File: src/rtl/ptw_pkg.sv
// Shared definitions for the page-table-walk memory responder:
// FSM state encoding, address width and PTE word alignment.
package ptw_pkg;

   localparam int PTW_ADDR_W = 32;

   // PTEs are 32-bit words, so the two low address bits never reach memory.
   localparam logic [PTW_ADDR_W-1:0] PTE_ALIGN_MASK = 32'h0000_0003;

   typedef enum logic [1:0] {
      S_IDLE = 2'd0,
      S_REQ  = 2'd1,
      S_WAIT = 2'd2,
      S_RESP = 2'd3
   } ptw_state_e;

   function automatic logic [PTW_ADDR_W-1:0] pte_align(input logic [PTW_ADDR_W-1:0] addr);
      return addr & ~PTE_ALIGN_MASK;
   endfunction

endpackage

File: src/rtl/ptw_pte_cache.sv
// One-entry cache of the most recent level-1 PTE, with flush and
// suppression of a fill whose miss overlapped a flush.
module ptw_pte_cache
   import ptw_pkg::*;
#(
   parameter bit CACHE_EN = 1'b1,
   parameter int ADDR_W   = PTW_ADDR_W
) (
   input  logic              clk,
   input  logic              rst_n,
   input  logic [ADDR_W-1:0] lookup_addr_i,
   output logic              hit_o,
   output logic [31:0]       hit_data_o,
   input  logic              miss_start_i,
   input  logic              fill_i,
   input  logic [ADDR_W-1:0] fill_addr_i,
   input  logic [31:0]       fill_data_i,
   input  logic              flush_i
);

   logic              valid_q, valid_d;
   logic              flush_pend_q, flush_pend_d;
   logic [ADDR_W-1:0] tag_q, tag_d;
   logic [31:0]       data_q, data_d;

   // A flush in the lookup cycle already counts as invalidating the entry.
   assign hit_o      = CACHE_EN && valid_q && !flush_i && (tag_q == lookup_addr_i);
   assign hit_data_o = data_q;

   always_comb begin
      valid_d      = valid_q;
      flush_pend_d = flush_pend_q;
      tag_d        = tag_q;
      data_d       = data_q;
      if (miss_start_i) begin
         flush_pend_d = 1'b0;
      end
      if (flush_i) begin
         valid_d      = 1'b0;
         flush_pend_d = 1'b1;
      end else if (CACHE_EN && fill_i && !flush_pend_q) begin
         valid_d = 1'b1;
         tag_d   = fill_addr_i;
         data_d  = fill_data_i;
      end
   end

   always_ff @(posedge clk or negedge rst_n) begin
      if (!rst_n) begin
         valid_q      <= 1'b0;
         flush_pend_q <= 1'b0;
      end else begin
         valid_q      <= valid_d;
         flush_pend_q <= flush_pend_d;
      end
   end

   always_ff @(posedge clk) begin
      tag_q  <= tag_d;
      data_q <= data_d;
   end

endmodule

File: src/rtl/ptw_mem_responder.sv
// Memory-side responder for the page-table walker: turns each PTE read into
// one bus read (or a level-1 cache hit) and returns it with a one-cycle pulse.
module ptw_mem_responder
   import ptw_pkg::*;
#(
   parameter bit CACHE_EN = 1'b1,
   parameter int ADDR_W   = PTW_ADDR_W
) (
   input  logic              clk,
   input  logic              reset,
   input  logic              translate_mem_enable,
   input  logic [ADDR_W-1:0] translate_addr,
   output logic [31:0]       request_data,
   output logic              translate_data_valid,
   input  logic              flush_tlb,
   output logic              mem_req_valid,
   input  logic              mem_req_ready,
   output logic [ADDR_W-1:0] mem_req_addr,
   input  logic              mem_resp_valid,
   input  logic [31:0]       mem_resp_data,
   output logic              busy
);

   ptw_state_e        state_q, state_d;
   logic              prev_en_q;
   logic              aborted_q, aborted_d;
   logic              level1_q, level1_d;
   logic [31:0]       data_q, data_d;
   logic [ADDR_W-1:0] req_addr_q, req_addr_d;

   logic [ADDR_W-1:0] lookup_addr;
   logic              cache_hit;
   logic [31:0]       cache_data;
   logic              miss_start;
   logic              fill;
   logic              abort_now;

   assign lookup_addr = pte_align(translate_addr);

   ptw_pte_cache #(
      .CACHE_EN(CACHE_EN),
      .ADDR_W  (ADDR_W)
   ) u_cache (
      .clk          (clk),
      .rst_n        (reset),
      .lookup_addr_i(lookup_addr),
      .hit_o        (cache_hit),
      .hit_data_o   (cache_data),
      .miss_start_i (miss_start),
      .fill_i       (fill),
      .fill_addr_i  (req_addr_q),
      .fill_data_i  (mem_resp_data),
      .flush_i      (flush_tlb)
   );

   always_comb begin
      state_d    = state_q;
      aborted_d  = aborted_q;
      level1_d   = level1_q;
      data_d     = data_q;
      req_addr_d = req_addr_q;
      miss_start = 1'b0;
      fill       = 1'b0;
      abort_now  = aborted_q || !translate_mem_enable;

      unique case (state_q)
         S_IDLE: begin
            if (translate_mem_enable) begin
               req_addr_d = lookup_addr;
               level1_d   = !prev_en_q;
               if (!prev_en_q && cache_hit) begin
                  data_d  = cache_data;
                  state_d = S_RESP;
               end else begin
                  miss_start = !prev_en_q;
                  state_d    = S_REQ;
               end
            end
         end
         S_REQ: begin
            if (!translate_mem_enable) aborted_d = 1'b1;
            if (mem_req_ready) state_d = S_WAIT;
         end
         S_WAIT: begin
            if (!translate_mem_enable) aborted_d = 1'b1;
            // An abandoned read still drains from the bus but is dropped here.
            if (mem_resp_valid) begin
               if (abort_now) begin
                  state_d = S_IDLE;
               end else begin
                  data_d  = mem_resp_data;
                  fill    = level1_q;
                  state_d = S_RESP;
               end
            end
         end
         S_RESP: begin
            state_d = S_IDLE;
         end
         default: begin
            state_d = S_IDLE;
         end
      endcase

      if (state_d == S_IDLE) aborted_d = 1'b0;
   end

   always_ff @(posedge clk or negedge reset) begin
      if (!reset) begin
         state_q   <= S_IDLE;
         prev_en_q <= 1'b0;
         aborted_q <= 1'b0;
         level1_q  <= 1'b0;
         data_q    <= '0;
      end else begin
         state_q   <= state_d;
         prev_en_q <= translate_mem_enable;
         aborted_q <= aborted_d;
         level1_q  <= level1_d;
         data_q    <= data_d;
      end
   end

   always_ff @(posedge clk) begin
      req_addr_q <= req_addr_d;
   end

   assign translate_data_valid = (state_q == S_RESP);
   assign mem_req_valid        = (state_q == S_REQ);
   assign mem_req_addr         = mem_req_valid ? req_addr_q : '0;
   assign busy                 = (state_q != S_IDLE);
   assign request_data         = data_q;

endmodule

File: config.mk
export PLATFORM = sky130hd
export DESIGN_NAME = ptw_mem_responder
export DESIGN_NICKNAME = d
export VERILOG_FILES = /design/src/rtl/ptw_pkg.sv /design/src/rtl/ptw_pte_cache.sv /design/src/rtl/ptw_mem_responder.sv
export SDC_FILE = /design/constraint.sdc
export NUM_CORES = 1
export LEC_CHECK = 0
export ABC_CLOCK_PERIOD_IN_PS = 15800
export BUFFER_PORTS_ARGS = -buffer_cell sky130_fd_sc_hd__buf_4
export CORE_MARGIN = 10
export CORE_UTILIZATION = 40
export CTS_BUF_LIST = sky130_fd_sc_hd__clkbuf_8 sky130_fd_sc_hd__clkbuf_16
export DETAILED_ROUTE_END_ITERATION = 12
export GPL_TIMING_DRIVEN = 0
export RECOVER_POWER = 100
export SYNTH_ARGS = -nofsm -noshare
export SYNTH_HDL_FRONTEND = slang
export SYNTH_SLANG_ARGS = --single-unit
File: constraint.sdc
create_clock -name clk -period 15.8 [get_ports clk]
set_input_delay 2.37 -clock clk [delete_from_list [all_inputs] [get_ports clk]]
set_output_delay 2.37 -clock clk [all_outputs]
set_load 0.02 [all_outputs]
# == Word level (Yosys, flattened, before mapping) ==
# Index checks and enable logic that the tools add are counted.
# word_totals
out_inout_bits,67
in_bits,70
word_cells,66
register_bits,131
# op_classes
n_bitwise,1
eq_ne,9
reduce_logical,21
muxes,25
# ops
operator,count
$mux W32,5
$pmux W32 S2,1
$eq A30 B30 Y1,1
$mux W1,13
$mux W2,5
$reduce_bool A2 Y1,5
$ne A2 B2 Y1 const B,4
$pmux W2 S4,1
$reduce_and A2 Y1,3
$reduce_and A5 Y1,1
$eq A2 B2 Y1 const B,2
$logic_and A1 B1 Y1,4
$logic_not A1 Y1,4
$logic_not A2 Y1,2
$eq A2 B1 Y1 const B,1
$ne A2 B1 Y1 const B,1
$reduce_or A2 Y1,1
$logic_or A1 B1 Y1,1
$not A1 Y1,1

# == Logic depth before layout (Yosys ltp) ==
# depth
depth_word,10
depth_mapped,9

# == By module ==
# A second synthesis with hierarchy kept.
# unflattened
cells_unflattened,358
area_unflattened_um2,5434.0
# modules_own_cells
mod,area_per_inst_um2,cells_per_inst,n_inst,seq_area_each_um2
ptw_mem_responder,3079.2,243,1,1826.8
ptw_pte_cache,2354.8,115,1,1971.9

# == Worst setup path before layout ==
# No wires, ideal clock.
# synth_path
path_kind,input-to-reg
start,in translate_mem_enable
end,reg u_cache.valid_q
setup_slack_ns,5.974
n_path_buf,0
stages,3
t_arrival_ns,9.722
path_cell_list,nand4b_1 nor4b_1 or2_2
# synth_between
elab_chain_len,7
# synth_lines
element,line,rtl
from (decl),ptw_mem_responder.sv:11,"input logic translate_mem_enable,"
$logic_not A1 Y1,--,
$logic_or A1 B1 Y1,ptw_mem_responder.sv:64,abort_now = aborted_q || !translate_mem_enable;
$mux W1,ptw_mem_responder.sv:88,if (abort_now) begin
$mux W1,ptw_mem_responder.sv:87,if (mem_resp_valid) begin
$mux W1,ptw_mem_responder.sv:66,unique case (state_q)
$logic_and A1 B1 Y1,ptw_pte_cache.sv:41,end else if (CACHE_EN && fill_i && !flush_pend_q) begin
$reduce_bool A2 Y1 (no source line),--,
to (signal assigned),ptw_pte_cache.sv:53,valid_q <= valid_d;
to (decl),ptw_pte_cache.sv:21,"logic valid_q, valid_d;"
# No other way between the ends.
# A chain may end at the register's enable or synchronous reset.

# == Worst setup path in the final report ==
# layout_path
start,in translate_mem_enable
end,"reg u_cache.data_q[29] (netlist: u_cache.hit_data_o[29]), enable pin"
# layout_between
elab_chain_len,7
# layout_lines
element,line,rtl
$logic_not A1 Y1,--,
$logic_or A1 B1 Y1,ptw_mem_responder.sv:64,
$mux W1,ptw_mem_responder.sv:88,
$mux W1,ptw_mem_responder.sv:87,
$mux W1,ptw_mem_responder.sv:66,
$logic_and A1 B1 Y1,ptw_pte_cache.sv:41,
$reduce_and A2 Y1 (no source line),--,
to (signal assigned),ptw_pte_cache.sv:60,data_q <= data_d;
to (decl),ptw_pte_cache.sv:24,"logic [31:0] data_q, data_d;"
# No other way between the ends.

==> results.toml <==
[clock_network]
cts_root_buffer = "clkbuf_16"
clock-sinks = 131
cts_resized = 0
clk_pin_slew_ns = 0.05
post_cts_buffers = 0
cts_buffer_depth = 2
cts_tree = "built"
cts_hold_buf = 0
cts_max_level = 4
cts_buffers = 17
clk_latency_ns = 0.41

[die]
dieHeight_um = 136
fp.dieW_um = 136
die_area_sq_mm = 0.0185
rows = 42
core-area_sq_mm = 0.0132
boundaryPins = 137
start_util_pct = 40.8

[pwr]
ir_worst_vdd_uv = 98.7
power_density_mw_per_mm2 = 169
finalPower_mw = 1.15
p_leak_nw = 2.50

[sta]
period_needed_ns = 5.19
tns_ns = 0
relSlewSlack_pct = -51.8
max_freq_mhz = 193
hold_ws_ns = 0.444
drv_slew = 40
finalCritPeriodShare_pct = 32.8
tightest_slew_ns = 2.28
clock_skew_ns = 0.00890
report.final.setup_viol = 0
finalHoldViolations = 0
rsz0062_at_grt = "no"

[global_routing]
grt.total_usage_pct = 13.7
overflow = 0
grt_pass1_vias = 3589
grt_pass1_wl_mm = 19.5
grt_max_degree = 40
antenna_found_initial = 0

[route]
dr.pass1.iters = 6
routed_wl_mm = 12.2
routedWlPerCell_um = 18.0
via_per_inst = 4.82
remaining_drc_errors = 0
route.vias.total = 3268
ant_nets = 0
drt_iter0_drc = 150

[yosys]
synth_ff_type = "edfxtp_1"
syn_area_per_cell_sq_um = 16.5
synth_edf_count = 92
ys_seq_elements = 131
synthesis.area_sq_mm = 0.00540
synth_cell_types = 34
ys_warn_count = 0
ys_seq_area_share_pct = 69.3
netlist_instances = 328
async_reset_ff_share_pct = 29.8

[final_layout]
drive_gt1_share_pct = 28.5
diodes = 0
layoutNonFillerInstCount = 678
stdcell_area_sq_mm = 0.00682
area_growth_pct = 26.3
multiInputGateArea_sq_mm = 0.00154
seq_area_sq_mm = 0.00374
n_fill_cell = 1247
final_cell_mix = "99 x clkbuf_1, 92 x edfxtp_1, 60 x mux2_2"
fin_nets = 564
final_common_cell = "clkbuf_1"

[job]
maxCapViolations = 1

[outcome]
status = "finished with violations"
violations = "max-capacitance violations, max-slew violations"

[setup_path]
start_kind = "primary input"
path_class = "in2reg"
max_stage_delay_ns = 0.99
cp_cell_sequence = "clkbuf_1 -> nand4b_1 -> nor4b_1 -> clkbuf_1 -> clkbuf_1 -> clkbuf_1"
worstSetupEndpointType = "register"
path_buf_inv = 4
cp_common_cell = "clkbuf_1"
cp.required_ns = 15.85
cp_top_family = "buffers and inverters"
cp_max_fo = 8
cpMaxStageDelayCell = "nor4b_1"
crit_arrival_ns = 5.24

[placement]
placed_area_sq_mm = 0.00669
place.gp.congestion = 0.744
dpl.hpwl_mm = 9.05
portBuffers = 132
placedCellCount = 646

[worst_hold_path]
holdCritPathClass = "reg2reg"
## power by group
group / internal [mW] / switching (mW)
combinational: 0.135 / 0.205
sequential: 0.438 / 0.0310
clock: 0.207 / 0.135
## worst reg2reg max path, cell delays in order, from the launching register on
cell,delay (ns)
dfrtp_1,0.41
inv_1,0.11
ha_1,0.15
clkbuf_1,0.31
nand4b_1,0.29
nor4b_1,0.99
clkbuf_1,0.47
clkbuf_1,0.43
clkbuf_1,0.43
## path summary, 6_finish.rpt
check / slack, ns / startpoint / cells after the start / to
worst max-delay path: 10.61 / translate_mem_enable / 6 / u_cache.hit_data_o[29]
worst min-delay path: 0.44 / req_addr_q[15] / 0 / u_cache.tag_q[15]
worst max register to register: 11.83 / state_q[0] / 8 / u_cache.hit_data_o[29]
worst min register to register: 0.44 / req_addr_q[15] / 0 / u_cache.tag_q[15]
max in group asynchronous: 11.86 / reset / 1 / u_cache.valid_q
min in group asynchronous: 2.64 / reset / 1 / request_data[11]
## stage by stage
step / worst slack (ns) / utilization [%]
global placement: 1.36 / 49.9
global route: 10.29 / 51.5
finish: 10.61 / 51.5
floorplan: 5.97 / -
detailed placement: 11.17 / 50.5
CTS: 11.30 / 54.5
## Yosys cell counts, drive strengths merged (3+ instances only)
| master | n | share of area, % |
|---|---|---|
| o21ai | 4 | 0.37 |
| buf | 5 | 0.90 |
| clkbuf | 7 | 0.49 |
| nor2b | 5 | 0.58 |
| inv | 5 | 0.35 |
| nor2 | 3 | 0.21 |
| and2 | 30 | 3.5 |
| mux2 | 64 | 13 |
| nand2 | 5 | 0.35 |
| ha | 5 | 1.2 |
| nand4 | 13 | 1.5 |
| edfxtp | 92 | 51 |
| dfrtp | 39 | 18 |
| xnor2 | 29 | 4.7 |
## flip-flops by register name, summed over array words and instances (netlist names)
signal	count
u_cache.flush_pend_q	1
req_addr_q	30
prev_en_q	1
request_data	32
state_q	2
u_cache.hit_data_o	32
level1_q	1
aborted_q	1
u_cache.tag_q	30
u_cache.valid_q	1
## metal layers
| layer | vias to the layer above | track usage, % | part of all wire (%) |
|---|---|---|---|
| li1 | 1524 | - | - |
| met1 | 1611 | 16.7 | 43 |
| met2 | 117 | 20.1 | 45 |
| met3 | 16 | 7.82 | 11 |
| met4 | 0 | 4.08 | 1.3 |
| met5 | - | 0 | 0 |
## cells by family (layout without fill, tap and decap cells)
logic type                 Yosys count  count (layout)  share of synthesized area (%)
muxes                               64              64                           13.4
and+or+nand+nor                     68              68                           7.88
other                                1               2                         0.0695
adders and majority gates            5               5                           1.16
xor gates and xnor gates            30              30                           4.87
buffers and inverters               17             190                           1.74
AOI/OAI and AO/OA                   12              12                           1.67
DFF                                131             131                           69.3
## cell type report
cell class              instances  share of cell area (%)
repair buffers                141                    10.6
clock buffers                  20                    6.85
clock inverters                12                   0.789
flip-flops and latches        131                    54.9
well taps                     176                    3.23
multi-input cells             181                    22.6
inverters                       5                   0.275
plain buffers                  12                   0.771
Note: power is estimated with default switching activity, not from simulation.
